**src/rtl/keypad_pkg.sv**
```systemverilog
// keypad_pkg: shared types and helpers for the keypad scanner.
// Holds the scan FSM state encoding, the event FIFO depth used when
// KEYPAD_FIFO_EN is defined, and the key-code arithmetic.
package keypad_pkg;

    typedef enum logic [1:0] {
        SCAN,
        DEBOUNCE,
        HELD,
        RELEASE
    } scan_state_t;

    localparam int KEYPAD_FIFO_DEPTH = 4;

    // Flat key number: rows are laid out one after another, NCOLS keys each.
    function automatic int key_code_of(input int row_idx, input int col_idx, input int ncols);
        return row_idx * ncols + col_idx;
    endfunction

endpackage

```
**src/rtl/keypad_sync_n.sv**
```systemverilog
// sync_n: STAGES-deep, WIDTH-wide flop chain for asynchronous pin inputs.
// The clear value is all ones, the idle level of the pulled-up columns, so
// a freshly reset chain never looks like a pressed key.
module sync_n #(
    parameter int STAGES = 3,
    parameter int WIDTH  = 4
) (
    input  logic             clk,
    input  logic             rst_n,
    input  logic [WIDTH-1:0] d,
    output logic [WIDTH-1:0] q
);

    logic [WIDTH-1:0] stg [STAGES];

    // Shift the raw pins through the chain; the last stage is the safe copy.
    always_ff @(posedge clk or negedge rst_n) begin
        if (!rst_n) begin
            for (int i = 0; i < STAGES; i++) begin
                stg[i] <= '1;
            end
        end else begin
            stg[0] <= d;
            for (int i = 1; i < STAGES; i++) begin
                stg[i] <= stg[i-1];
            end
        end
    end

    assign q = stg[STAGES-1];

endmodule

```
**src/rtl/keypad_scanner.sv**
```systemverilog
// keypad_scanner: matrix keypad scanner with debounce and one event per press.
// Drives one row low at a time, samples synchronized columns on each scan tick,
// locks onto the first key seen and reports it through a valid/ready port.
// Build option: KEYPAD_FIFO_EN replaces the single holding register with a
// 4-entry event FIFO.
//
// state    | meaning
// ---------+----------------------------------------------------------
// SCAN     | walking rows, waiting for any column low
// DEBOUNCE | row locked, counting ticks with the candidate column low
// HELD     | key accepted and reported, waiting for candidate to open
// RELEASE  | counting ticks with the candidate column high
module keypad_scanner #(
    parameter int  NROWS       = 4,
    parameter int  NCOLS       = 4,
    parameter int  SCAN_DIV    = 1000,
    parameter int  DEBOUNCE    = 4,
    parameter int  SYNC_STAGES = 3,
    localparam int KW          = $clog2(NROWS * NCOLS)
) (
    input  logic             clk,
    input  logic             resetInv,
    input  logic [NCOLS-1:0] col,
    output logic [NROWS-1:0] row,
    output logic [KW-1:0]    key_code,
    output logic             key_valid,
    input  logic             key_ready,
    output logic             key_held,
    output logic             overrun
);

    import keypad_pkg::*;

    localparam int RW   = $clog2(NROWS);
    localparam int CI   = $clog2(NCOLS);
    localparam int CNTW = $clog2(DEBOUNCE + 1);
    localparam int DIVW = $clog2(SCAN_DIV);

    localparam logic [NROWS-1:0] ROW_RST = ~(NROWS'(1));
    localparam logic [CNTW-1:0]  DB_LAST = CNTW'(DEBOUNCE - 1);
    localparam logic [DIVW-1:0]  DIV_TOP = DIVW'(SCAN_DIV - 1);

    logic [DIVW-1:0]  div_cnt;
    logic             tick;
    logic [NCOLS-1:0] col_sync;
    logic [CI-1:0]    low_idx;
    logic             any_low;
    logic             cand_low;
    scan_state_t      state;
    logic [RW-1:0]    row_idx;
    logic [RW-1:0]    row_idx_nxt;
    logic [NROWS-1:0] row_nxt;
    logic [CI-1:0]    cand;
    logic [CNTW-1:0]  cnt;
    logic             emit;
    logic [CI-1:0]    emit_col;
    logic [KW-1:0]    emit_code;

    // Scan tick generator: free-running 0..SCAN_DIV-1.
    always_ff @(posedge clk or negedge resetInv) begin
        if (!resetInv) begin
            div_cnt <= '0;
        end else if (tick) begin
            div_cnt <= '0;
        end else begin
            div_cnt <= div_cnt + 1'b1;
        end
    end

    assign tick = (div_cnt == DIV_TOP);

    sync_n #(
        .STAGES (SYNC_STAGES),
        .WIDTH  (NCOLS)
    ) u_sync (
        .clk   (clk),
        .rst_n (resetInv),
        .d     (col),
        .q     (col_sync)
    );

    // Lowest-index closed column on the currently driven row.
    always_comb begin
        low_idx = '0;
        for (int i = NCOLS - 1; i >= 0; i--) begin
            if (!col_sync[i]) begin
                low_idx = CI'(i);
            end
        end
    end

    assign any_low     = ~&col_sync;
    assign cand_low    = ~col_sync[cand];
    assign row_idx_nxt = (row_idx == RW'(NROWS - 1)) ? '0 : row_idx + 1'b1;
    assign row_nxt     = ~(NROWS'(1) << row_idx_nxt);

    // An event fires on the tick that completes the press count; with
    // DEBOUNCE=1 the very first sighting in SCAN already completes it.
    assign emit = tick &&
                  (((state == SCAN) && any_low && (DEBOUNCE == 1)) ||
                   ((state == keypad_pkg::DEBOUNCE) && cand_low && (cnt == DB_LAST)));
    assign emit_col  = (state == SCAN) ? low_idx : cand;
    assign emit_code = KW'(key_code_of(int'(row_idx), int'(emit_col), NCOLS));

    // Scan/debounce FSM; row drive and key_held are registered alongside state.
    always_ff @(posedge clk or negedge resetInv) begin
        if (!resetInv) begin
            state    <= SCAN;
            row_idx  <= '0;
            row      <= ROW_RST;
            cand     <= '0;
            cnt      <= '0;
            key_held <= 1'b0;
        end else if (tick) begin
            case (state)
                SCAN: begin
                    if (any_low) begin
                        cand <= low_idx;
                        cnt  <= CNTW'(1);
                        if (DEBOUNCE == 1) begin
                            key_held <= 1'b1;
                            state    <= HELD;
                        end else begin
                            state <= keypad_pkg::DEBOUNCE;
                        end
                    end else begin
                        row_idx <= row_idx_nxt;
                        row     <= row_nxt;
                    end
                end
                keypad_pkg::DEBOUNCE: begin
                    if (cand_low) begin
                        cnt <= cnt + 1'b1;
                        if (cnt == DB_LAST) begin
                            key_held <= 1'b1;
                            state    <= HELD;
                        end
                    end else begin
                        state   <= SCAN;
                        row_idx <= row_idx_nxt;
                        row     <= row_nxt;
                    end
                end
                HELD: begin
                    if (!cand_low) begin
                        cnt <= CNTW'(1);
                        if (DEBOUNCE == 1) begin
                            key_held <= 1'b0;
                            state    <= SCAN;
                            row_idx  <= row_idx_nxt;
                            row      <= row_nxt;
                        end else begin
                            state <= RELEASE;
                        end
                    end
                end
                RELEASE: begin
                    if (!cand_low) begin
                        cnt <= cnt + 1'b1;
                        if (cnt == DB_LAST) begin
                            key_held <= 1'b0;
                            state    <= SCAN;
                            row_idx  <= row_idx_nxt;
                            row      <= row_nxt;
                        end
                    end else begin
                        state <= HELD;
                    end
                end
                default: state <= SCAN;
            endcase
        end
    end

`ifdef KEYPAD_FIFO_EN
    localparam int PW = $clog2(KEYPAD_FIFO_DEPTH);

    logic [KW-1:0] fifo_mem [KEYPAD_FIFO_DEPTH];
    logic [PW-1:0] wr_ptr;
    logic [PW-1:0] rd_ptr;
    logic [PW:0]   count;
    logic          full;
    logic          pop;
    logic          push;

    assign full      = (count == (PW+1)'(KEYPAD_FIFO_DEPTH));
    assign pop       = key_valid && key_ready;
    assign push      = emit && (!full || pop);
    assign key_valid = (count != '0);
    assign key_code  = fifo_mem[rd_ptr];

    // Event FIFO: a pop frees a slot in the same cycle, so full+pop+push is fine.
    always_ff @(posedge clk or negedge resetInv) begin
        if (!resetInv) begin
            for (int i = 0; i < KEYPAD_FIFO_DEPTH; i++) begin
                fifo_mem[i] <= '0;
            end
            wr_ptr  <= '0;
            rd_ptr  <= '0;
            count   <= '0;
            overrun <= 1'b0;
        end else begin
            overrun <= emit && full && !pop;
            if (push) begin
                fifo_mem[wr_ptr] <= emit_code;
                wr_ptr           <= wr_ptr + 1'b1;
            end
            if (pop) begin
                rd_ptr <= rd_ptr + 1'b1;
            end
            if (push && !pop) begin
                count <= count + 1'b1;
            end else if (pop && !push) begin
                count <= count - 1'b1;
            end
        end
    end
`else
    // Single holding register: an acceptance in the same cycle makes room.
    always_ff @(posedge clk or negedge resetInv) begin
        if (!resetInv) begin
            key_code  <= '0;
            key_valid <= 1'b0;
            overrun   <= 1'b0;
        end else begin
            overrun <= 1'b0;
            if (emit) begin
                if (!key_valid || key_ready) begin
                    key_code  <= emit_code;
                    key_valid <= 1'b1;
                end else begin
                    overrun <= 1'b1;
                end
            end else if (key_valid && key_ready) begin
                key_valid <= 1'b0;
            end
        end
    end
`endif

endmodule

```
**config.mk**
```make
export PLATFORM = sky130hd
export DESIGN_NAME = keypad_scanner
export DESIGN_NICKNAME = d
export VERILOG_FILES = /design/src/rtl/keypad_pkg.sv /design/src/rtl/keypad_sync_n.sv /design/src/rtl/keypad_scanner.sv
export SDC_FILE = /design/constraint.sdc
export NUM_CORES = 1
export LEC_CHECK = 0
export ABC_CLOCK_PERIOD_IN_PS = 2600
export CORE_ASPECT_RATIO = 0.7
export CORE_UTILIZATION = 58
export CTS_BUF_LIST = sky130_fd_sc_hd__clkbuf_8
export DETAILED_ROUTE_END_ITERATION = 6
export PLACE_DENSITY = 0.81
export SLEW_MARGIN = 10
export SYNTH_ARGS = -nofsm -noshare
export SYNTH_HDL_FRONTEND = slang
export SYNTH_SLANG_ARGS = --single-unit
```
**constraint.sdc**
```tcl
create_clock -name clk -period 2.6 [get_ports clk]
set_clock_uncertainty 0.05 [all_clocks]
set_input_delay 0.52 -clock clk [delete_from_list [all_inputs] [get_ports clk]]
set_output_delay 0.52 -clock clk [all_outputs]
set_load 0.01 [all_outputs]
```
# After elaboration in Yosys (flattened, before gate mapping)
# Cells that the tools add are included.
[word_totals]
regBits = 42
output_inout_bits = 11
wordCells = 98
[classes]
add_sub_neg = 4
magnitude_cmp = 1
eq_ne = 17
shift = 1
muxes = 41
n_bitwise = 3
n_reduce_logical = 18
[ops]
columns = ["op", "count"]
rows = [
  ["$mux 2", 16],
  ["$mux 4", 4],
  ["$ne 2x2->1 const B", 7],
  ["$mux 3", 4],
  ["$pmux 3 s4", 1],
  ["$pmux 4 s3", 1],
  ["$reduce_and 6->1", 2],
  ["$add 10x1->10 const B", 1],
  ["$eq 10x10->1 const B", 1],
  ["$mux 1", 10],
  ["$mux 10", 1],
  ["$reduce_and 5->1", 2],
  ["$pmux 2 s4", 1],
  ["$eq 2x2->1 const B", 3],
  ["$pmux 2 s3", 1],
  ["$add 4x2->4", 1],
  ["$logic_and 1x1->1", 4],
  ["$ne 2x1->1 const B", 2],
  ["$not 4->4", 1],
  ["$reduce_and 2->1", 2],
  ["$reduce_and 4->1", 1],
  ["$reduce_bool 2->1", 2],
  ["$shl 1x2->4 const A", 1],
  ["$add 3x1->3 const B", 1],
  ["other kinds (14)", 15],
]

# Longest topological paths before layout
# Gate-level depths: netlist of the first run.
[logic_depth]
word_depth = 8
mapped_depth = 7
ltp_nobuf = 6

# Modules after synthesis
# From an unflattened synthesis of the first run, not the netlist that was laid out.
[hier_totals]
cells_unflattened = 167
hier_area_um2 = 1916.8
[modules_own_cells]
columns = ["mod", "n_inst", "cells_per_inst", "area_each_um2", "seq_area_each_um2"]
rows = [
  ["keypad_scanner", 1, 151, 1571.5, 754.5],
  ["sync_n", 1, 16, 345.3, 315.3],
]

# Worst setup path before layout of the first run
# OpenSTA, ideal clock, no wires.
[synth_path]
kind = "register to register"
from = "register div_cnt[0]"
to = "register key_code[2]"
setup_time_ns = 0.125
arrival_time_ns = 1.837
required_time_ns = 2.425
setup_slack_ns = 0.588
path_stages_with_launch = 7
synth_period_minus_slack_ns = 2.012
path_cell_list = "dfrtp_1 -> ha_1 -> and3_1 -> and3_1 -> buf_2 -> or4b_4 -> mux2_4"
[synth_between]
elab_chain_cells = 3
[synth_lines]
columns = ["element", "line_no", "source"]
rows = [
  ["from (decl)", "keypad_scanner.sv:43", "logic [DIVW-1:0] div_cnt;"],
  ["from (signal assigned)", "keypad_scanner.sv:66", "div_cnt <= div_cnt + 1'b1;"],
  ["$eq 10x10->1", "keypad_scanner.sv:70", "assign tick = (div_cnt == DIV_TOP);"],
  ["$logic_and 1x1->1", "keypad_scanner.sv:99", "assign emit = tick &&"],
  ["$reduce_and 2->1 (no source line)", "-", ""],
  ["to (signal assigned)", "keypad_scanner.sv:229", "key_code <= emit_code;"],
  ["to (decl)", "keypad_scanner.sv:25", "output logic [KW-1:0] key_code,"],
]
# Every way passes these cells.
# A chain may end at the register's enable or synchronous reset.

# Worst setup path after layout of the first run
[layout_path]
from = "register div_cnt[0]"
to = "register key_code[0]"
# The elaborated chain is that of the path after synthesis.

==> results of run 1 <==
[state kept, by name, summed over array words and instances (netlist names), named ones only]
| signal | cells |
|---|---|
| cnt | 3 |
| state | 1 |
| div_cnt | 10 |
| key_held | 1 |
| u_sync.q | 4 |
| cand | 2 |
| row | 4 |
| row_idx | 2 |
| key_code | 4 |
| u_sync.stg | 8 |
| key_valid | 1 |
| overrun | 1 |
[Yosys cell counts, drive strengths merged (2+ instances only)]
cell type | number | area (um^2)
a21oi | 2 | 10.01
and2 | 2 | 12.51
inv | 12 | 45.04
xnor2 | 3 | 26.28
dfstp | 15 | 394.1
a21boi | 2 | 15.01
nand4 | 3 | 18.77
a31oi | 2 | 12.51
ha | 7 | 87.58
nor2 | 9 | 33.78
xor2 | 2 | 17.52
nand2 | 11 | 41.29
nor2b | 2 | 12.51
and3 | 4 | 25.02
nand3 | 4 | 20.02
clkbuf | 3 | 11.26
dfrtp | 27 | 675.7
nand2b | 5 | 31.28
mux2i | 7 | 70.07
o21ai | 7 | 35.03
mux2 | 9 | 116.4
[power by group through the flow]
stage          Clock, uW  Combinational, uW  Sequential (uW)
2_1_floorplan          0               8.08              687
3_3_place_gp           0               29.3              687
3_5_place_dp           0               30.2              688
4_1_cts              411               30.4              677
5_1_grt              446               33.8              678
6_report             398               29.4              677
[layout make-up]
cell class,count,area (um^2),area share (%)
Multi-Input combinational cell,95,726.9,33.76
Inverter,12,45.04,2.092
Clock inverter,3,17.52,0.8135
Sequential cell,42,1070,49.68
Tap cell,36,45.04,2.092
Clock buffer,5,68.82,3.196
Timing Repair Buffer,19,180.2,8.367
[through the flow]
step                      area, um^2  cells  util [%]  power (uW)
after floorplan                 1858    153         -       694.6
after detailed placement        2067    204     70.72       718.6
after global routing            2153    212     73.67        1158
after global placement          2067    204     70.72       716.6
final                           2153    212     73.67        1104
after CTS                       2153    212     73.67        1118
[cell families after synthesis]
kind of cell	count (synthesis)	share of synthesized area, %
AO/OA/AOI/OAI	20	7.542
XOR/XNOR	5	2.357
multiplexers	17	11.25
buffers and inverters	16	3.299
flip-flops	42	57.58
adder cells (fa/ha/maj)	7	4.714
AND/OR/NAND/NOR	46	13.27
[worst register-to-register path, stage by stage (launching register included)]
cell	delay [ns]
dfrtp_1	0.39
ha_1	0.22
and3_1	0.22
and3_1	0.31
or4b_4	0.55
mux2_4	0.32
[worst paths after layout]
check / from / to / slack (ns) / cells after the start
worst max-delay path: div_cnt[0] / key_code[0] / 0.44 / 5
worst min-delay path: resetInv / div_cnt[1] / 0.29 / 1
worst max register to register: div_cnt[0] / key_code[0] / 0.44 / 5
worst min register to register: u_sync.stg[7] / u_sync.q[3] / 0.31 / 0
max in group asynchronous: resetInv / div_cnt[9] / 1.66 / 1
min in group clk: u_sync.stg[7] / u_sync.q[3] / 0.31 / 0
[per-layer routing]
| layer | global-route usage (%) | vias up | wire, um |
|---|---|---|---|
| met3 | 6.198 | 6 | 145 |
| met5 | 0 | - | 0 |
| met4 | 9.333 | 0 | 47 |
| met1 | 28.79 | 581 | 1498 |
| met2 | 34.47 | 33 | 1498 |
| li1 | - | 567 | - |
[cell usage in the layout (no fill, tap or decap), types with 2 or more instances in the layout]
master	instances
xor2_1	2
clkdlybuf4s50_1	16
xnor2_1	3
nor2b_1	2
inv_1	13
mux2_2	5
clkbuf_8	5
nor2_1	9
buf_4	2
and2_1	2
mux2_4	4
dfstp_2	15
nand2_1	11
a31oi_1	2
nand3_1	4
dfrtp_1	27
mux2i_1	7
a21oi_1	2
o21ai_0	7
a21boi_0	2
ha_1	7
nand4_1	3
nand2b_1	5
and3_1	4
==> flow_summary.toml, run 1 <==
[run_status]
status = "complete, no violations"

[yosys]
syn_inst = 153
synth-seq-area-share_pct = 57.58
async_flop_share_pct = 100.0
yosys_most_used_dff = "dfrtp_1"
synth_edf_count = 0
synth_fp_nets = 167
syn_area_um2 = 1858
synth_warnings = 0
ys_seq_elements = 42
synth_cell_types = 37
syn_avg_cell_area_um2 = 12.14

[clock_tree]
cts_buffers = 5
clockBufferDepth = 2
clock_latency_ns = 0.29
clock_sinks = 42
cts_tree = "done"
htree_num_levels = 2
post-cts-setup-buffer-count = 0
cts_resized = 0
path_clk_slew_ns = 0.08
clockRootBuffer = "clkbuf_8"
hold_buffers = 0

[floorplanning]
coreArea_um2 = 2923
ios = 18
die_h_um = 49.36
dieArea_um2 = 3438
start_util_pct = 63.57
rows = 16
die_w_um = 69.65

[sta]
setup_viol = 0
drv_slew = 0
holdWs_ns = 0.2892
fin_crit_sh_pct = 83.21
slew_headroom_pct = 41.77
post-route-min-period_ns = 2.164
hold_violations = 0
fin_tns_setup_ns = 0
rsz0062_at_grt = "no"
worst_pin_slew_ns = 0.8734
timing.fmax_mhz = 462.2
fin_ws_ns = 0.4365

[min_path]
hp-class = "primary input to async pin"

[detailed_routing]
firstDrtPassIters = 4
wire_per_inst_um = 15.05
drtAntennaViolNets = 0
wirelength_mm = 3.190
vias_per_cell = 5.599
vias = 1187
initialDrtViolationCount = 108
drc_errors = 0

[global_route]
grt_antenna_before_repair = 0
grt_pass1_vias = 1239
grt_pass1_wl_mm = 5.664
grt_max_degree = 43
grt_overflow = 0
grt_usage_pct = 21.91

[worst_setup_path]
critical_path_arrival_ns = 2.30
critPathLaunchType = "flop"
cpPeakStageDelay_ns = 0.55
setup.worst_path.end_class = "flop"
crit_path_top_delay_cell = "or4b_4"
crit_fanout = 8
path_cells = "ha_1 -> and3_1 -> and3_1 -> or4b_4 -> mux2_4"
cpMostUsedCell = "and3_1"
critical_path.top_delay_family = "simple AND/OR/NAND/NOR gates"
cp.required_ns = 2.73
crit_buf_inv = 0
crit_type = "flop to flop"

[power]
clkPwrFrac_pct = 36.0
leakage_uw = 0.0009822
p_comb_share_pct = 2.7
swShare_pct = 21.42
switchingPower_uw = 236.5
intPower_uw = 867.5
power_density_nw_per_um2 = 512.7
max-vdd-ir-drop_uv = 384.9
p_seq_share_pct = 61.3

[final_layout]
drive_gt1_share_pct = 21.59
antenna_cells = 0
fillCellCount = 196
fin_nets = 189
area_delta_synth_final_pct = 15.89

[place]
dp_slack_ns = 0.3738
gp_congestion = 0.7729
io_buffers = 17
hpwl_mm = 2.325

[job]
cap_violations = 0
Note: power is estimated with default switching activity, not from simulation.
==> run 2: changes to the inputs <==
ABC_CLOCK_PERIOD_IN_PS = 1800   (was 2600)
CORE_UTILIZATION = 53   (was 58)
PLACE_DENSITY = 0.78   (was 0.81)
clock period = 1.8 ns   (was 2.6 ns; I/O delays follow)
==> run 2 against run 1 <==
Effect of this change: the flow now finishes with violations (negative setup slack); sequential power increased by 44%; power grew 61%; fmax increased by 12%; clock power increased by 86%; first-iteration DRC count down 4.6%; final cell count rose by 17%; register-to-register slack got worse by 0.57 ns; largest power group unchanged; sequential cell count is the same; hold slack improved by 0.021 ns; clock-buffer cell count did not move.
==> flow_summary.toml, run 2 (synthesis results as in run 1) <==
[run_status]
status = "finished with violations"
violations = "negative setup slack"

[power]
max-vdd-ir-drop_uv = 587.3
intPower_uw = 1414
clkPwrFrac_pct = 41.7
power_density_nw_per_um2 = 726.8
p_seq_share_pct = 54.7
p_comb_share_pct = 3.6
leakage_uw = 0.001162
swShare_pct = 20.53
switchingPower_uw = 365.2

[place]
gp_congestion = 0.8915
dp_slack_ns = -0.3166
place_inst = 238
hpwl_mm = 2.903
io_buffers = 17

[final_layout]
layout.cells.most_common = "dfrtp_1"
largest_reg_flops = 10
top_register = "div_cnt"
antenna_cells = 0
fin_nets = 215
final_cell_mix = "dfrtp_1, buf_4, dfstp_2"
top_regs = "div_cnt x10, u_sync.stg x8"
final_cells = 249
drive_gt1_share_pct = 33.66
area_delta_synth_final_pct = 31.72

[clock_tree]
clock_latency_ns = 0.30
cts_buffers = 5
path_clk_slew_ns = 0.08
cts_tree = "done"
htree_num_levels = 2
clock_sinks = 42
clockBufferDepth = 2
clockRootBuffer = "clkbuf_8"

[worst_setup_path]
crit_fanout = 4
path_cells = "mux4_2 -> or4b_4 -> mux2_4"
r2r_setup_slack_ns = -0.13
crit_type = "flop to flop"
cpPeakStageDelay_ns = 0.55
cp.required_ns = 1.94
critical_path_arrival_ns = 2.07
crit_path_top_delay_cell = "or4b_4"
critPathLaunchType = "flop"
setup.worst_path.end_class = "flop"

[floorplanning]
rows = 17
die_w_um = 72.77
ios = 18
dieArea_um2 = 3751
coreArea_um2 = 3254
die_h_um = 51.54
start_util_pct = 57.09

[global_route]
grt_antenna_before_repair = 0
grt_pass1_wl_mm = 6.644
grt_overflow = 0
grt_pass1_vias = 1397
grt_max_degree = 24
grt_usage_pct = 25.44

[detailed_routing]
vias_per_cell = 5.406
drc_errors = 0
firstDrtPassIters = 4
wire_per_inst_um = 16.18
vias = 1346
initialDrtViolationCount = 103
drtAntennaViolNets = 0
wirelength_mm = 4.029

[sta]
rsz0062_at_grt = "yes"
fin_ws_ns = -0.1330
fin_crit_sh_pct = 107.4
worst_pin_slew_ns = 0.4800
hold_violations = 0
slew_headroom_pct = 68.00
setup_viol = 13
timing.fmax_mhz = 517.3
post-route-min-period_ns = 1.933
drv_slew = 0

[job]
cap_violations = 0

[min_path]
hp-class = "flop to flop"
-- run 2: final timing paths --
kind / from / end / depth (start not counted)
setup / recovery: cand[0] / key_code[2] / 3
hold / removal: u_sync.stg[11] / u_sync.stg[7] / 0
setup reg to reg: cand[0] / key_code[2] / 3
hold reg to reg: u_sync.stg[11] / u_sync.stg[7] / 0
max in group asynchronous: resetInv / row[2] / 3
min in group asynchronous: resetInv / div_cnt[4] / 2
-- run 2: final cells by class --
class / count / area [um^2]
fill: 227 / 807.0
clock buffer: 5 / 68.82
sequential: 42 / 1070
timing repair buffer: 45 / 399.1
clock inverter: 3 / 43.79
multi-input combinational: 95 / 762.0
inverter: 12 / 45.04
tap: 47 / 58.81
-- run 2: timing repair --
item                       in CTS  in global routing
buffers inserted                2                  0
setup endpoints to repair      14                 15
hold endpoints to repair       18                  0
hold buffers                    1                  0
gates cloned                    0                  0
gates resized for setup         6                  2
-- run 2: routing by layer --
layer	vias to the layer above	routed length (um)	global-route usage, %
met2	47	2062	42.52
met4	0	128	14.05
li1	624	-	-
met1	664	1666	31.11
met3	11	171	5.620
met5	-	0	0
-- run 2: through the flow --
| stage | hold slack [ns] | util (%) | instance area [um^2] | TNS (ns) | total power, uW |
|---|---|---|---|---|---|
| CTS | 0.3099 | 75.13 | 2445 | -0.9694 | 1798 |
| floorplan | 0.01441 | - | 1878 | -0.8035 | 1004 |
| detailed placement | 0.2975 | 70.05 | 2280 | -2.048 | 1053 |
| finish | 0.3103 | 75.20 | 2447 | -1.014 | 1779 |
| global placement | 0.2940 | 70.05 | 2280 | -1.563 | 1049 |
| global route | 0.3091 | 75.20 | 2447 | -2.251 | 1837 |
-- run 2: power groups by stage --
stage	Sequential, uW	Combinational, uW	Clock, uW
after floorplan	992	11.9	0
after global placement	989	60.1	0
after detailed placement	990	62.3	0
after CTS	973	65.1	759
after global routing	974	71.9	791
final	973	64.3	741
-- run 2: worst max-delay path: cells and delay by family (launching register included) --
kind / cells / cell delay (ns)
DFF: 1 / 0.37
muxes: 2 / 0.84
and+or+nand+nor: 1 / 0.55
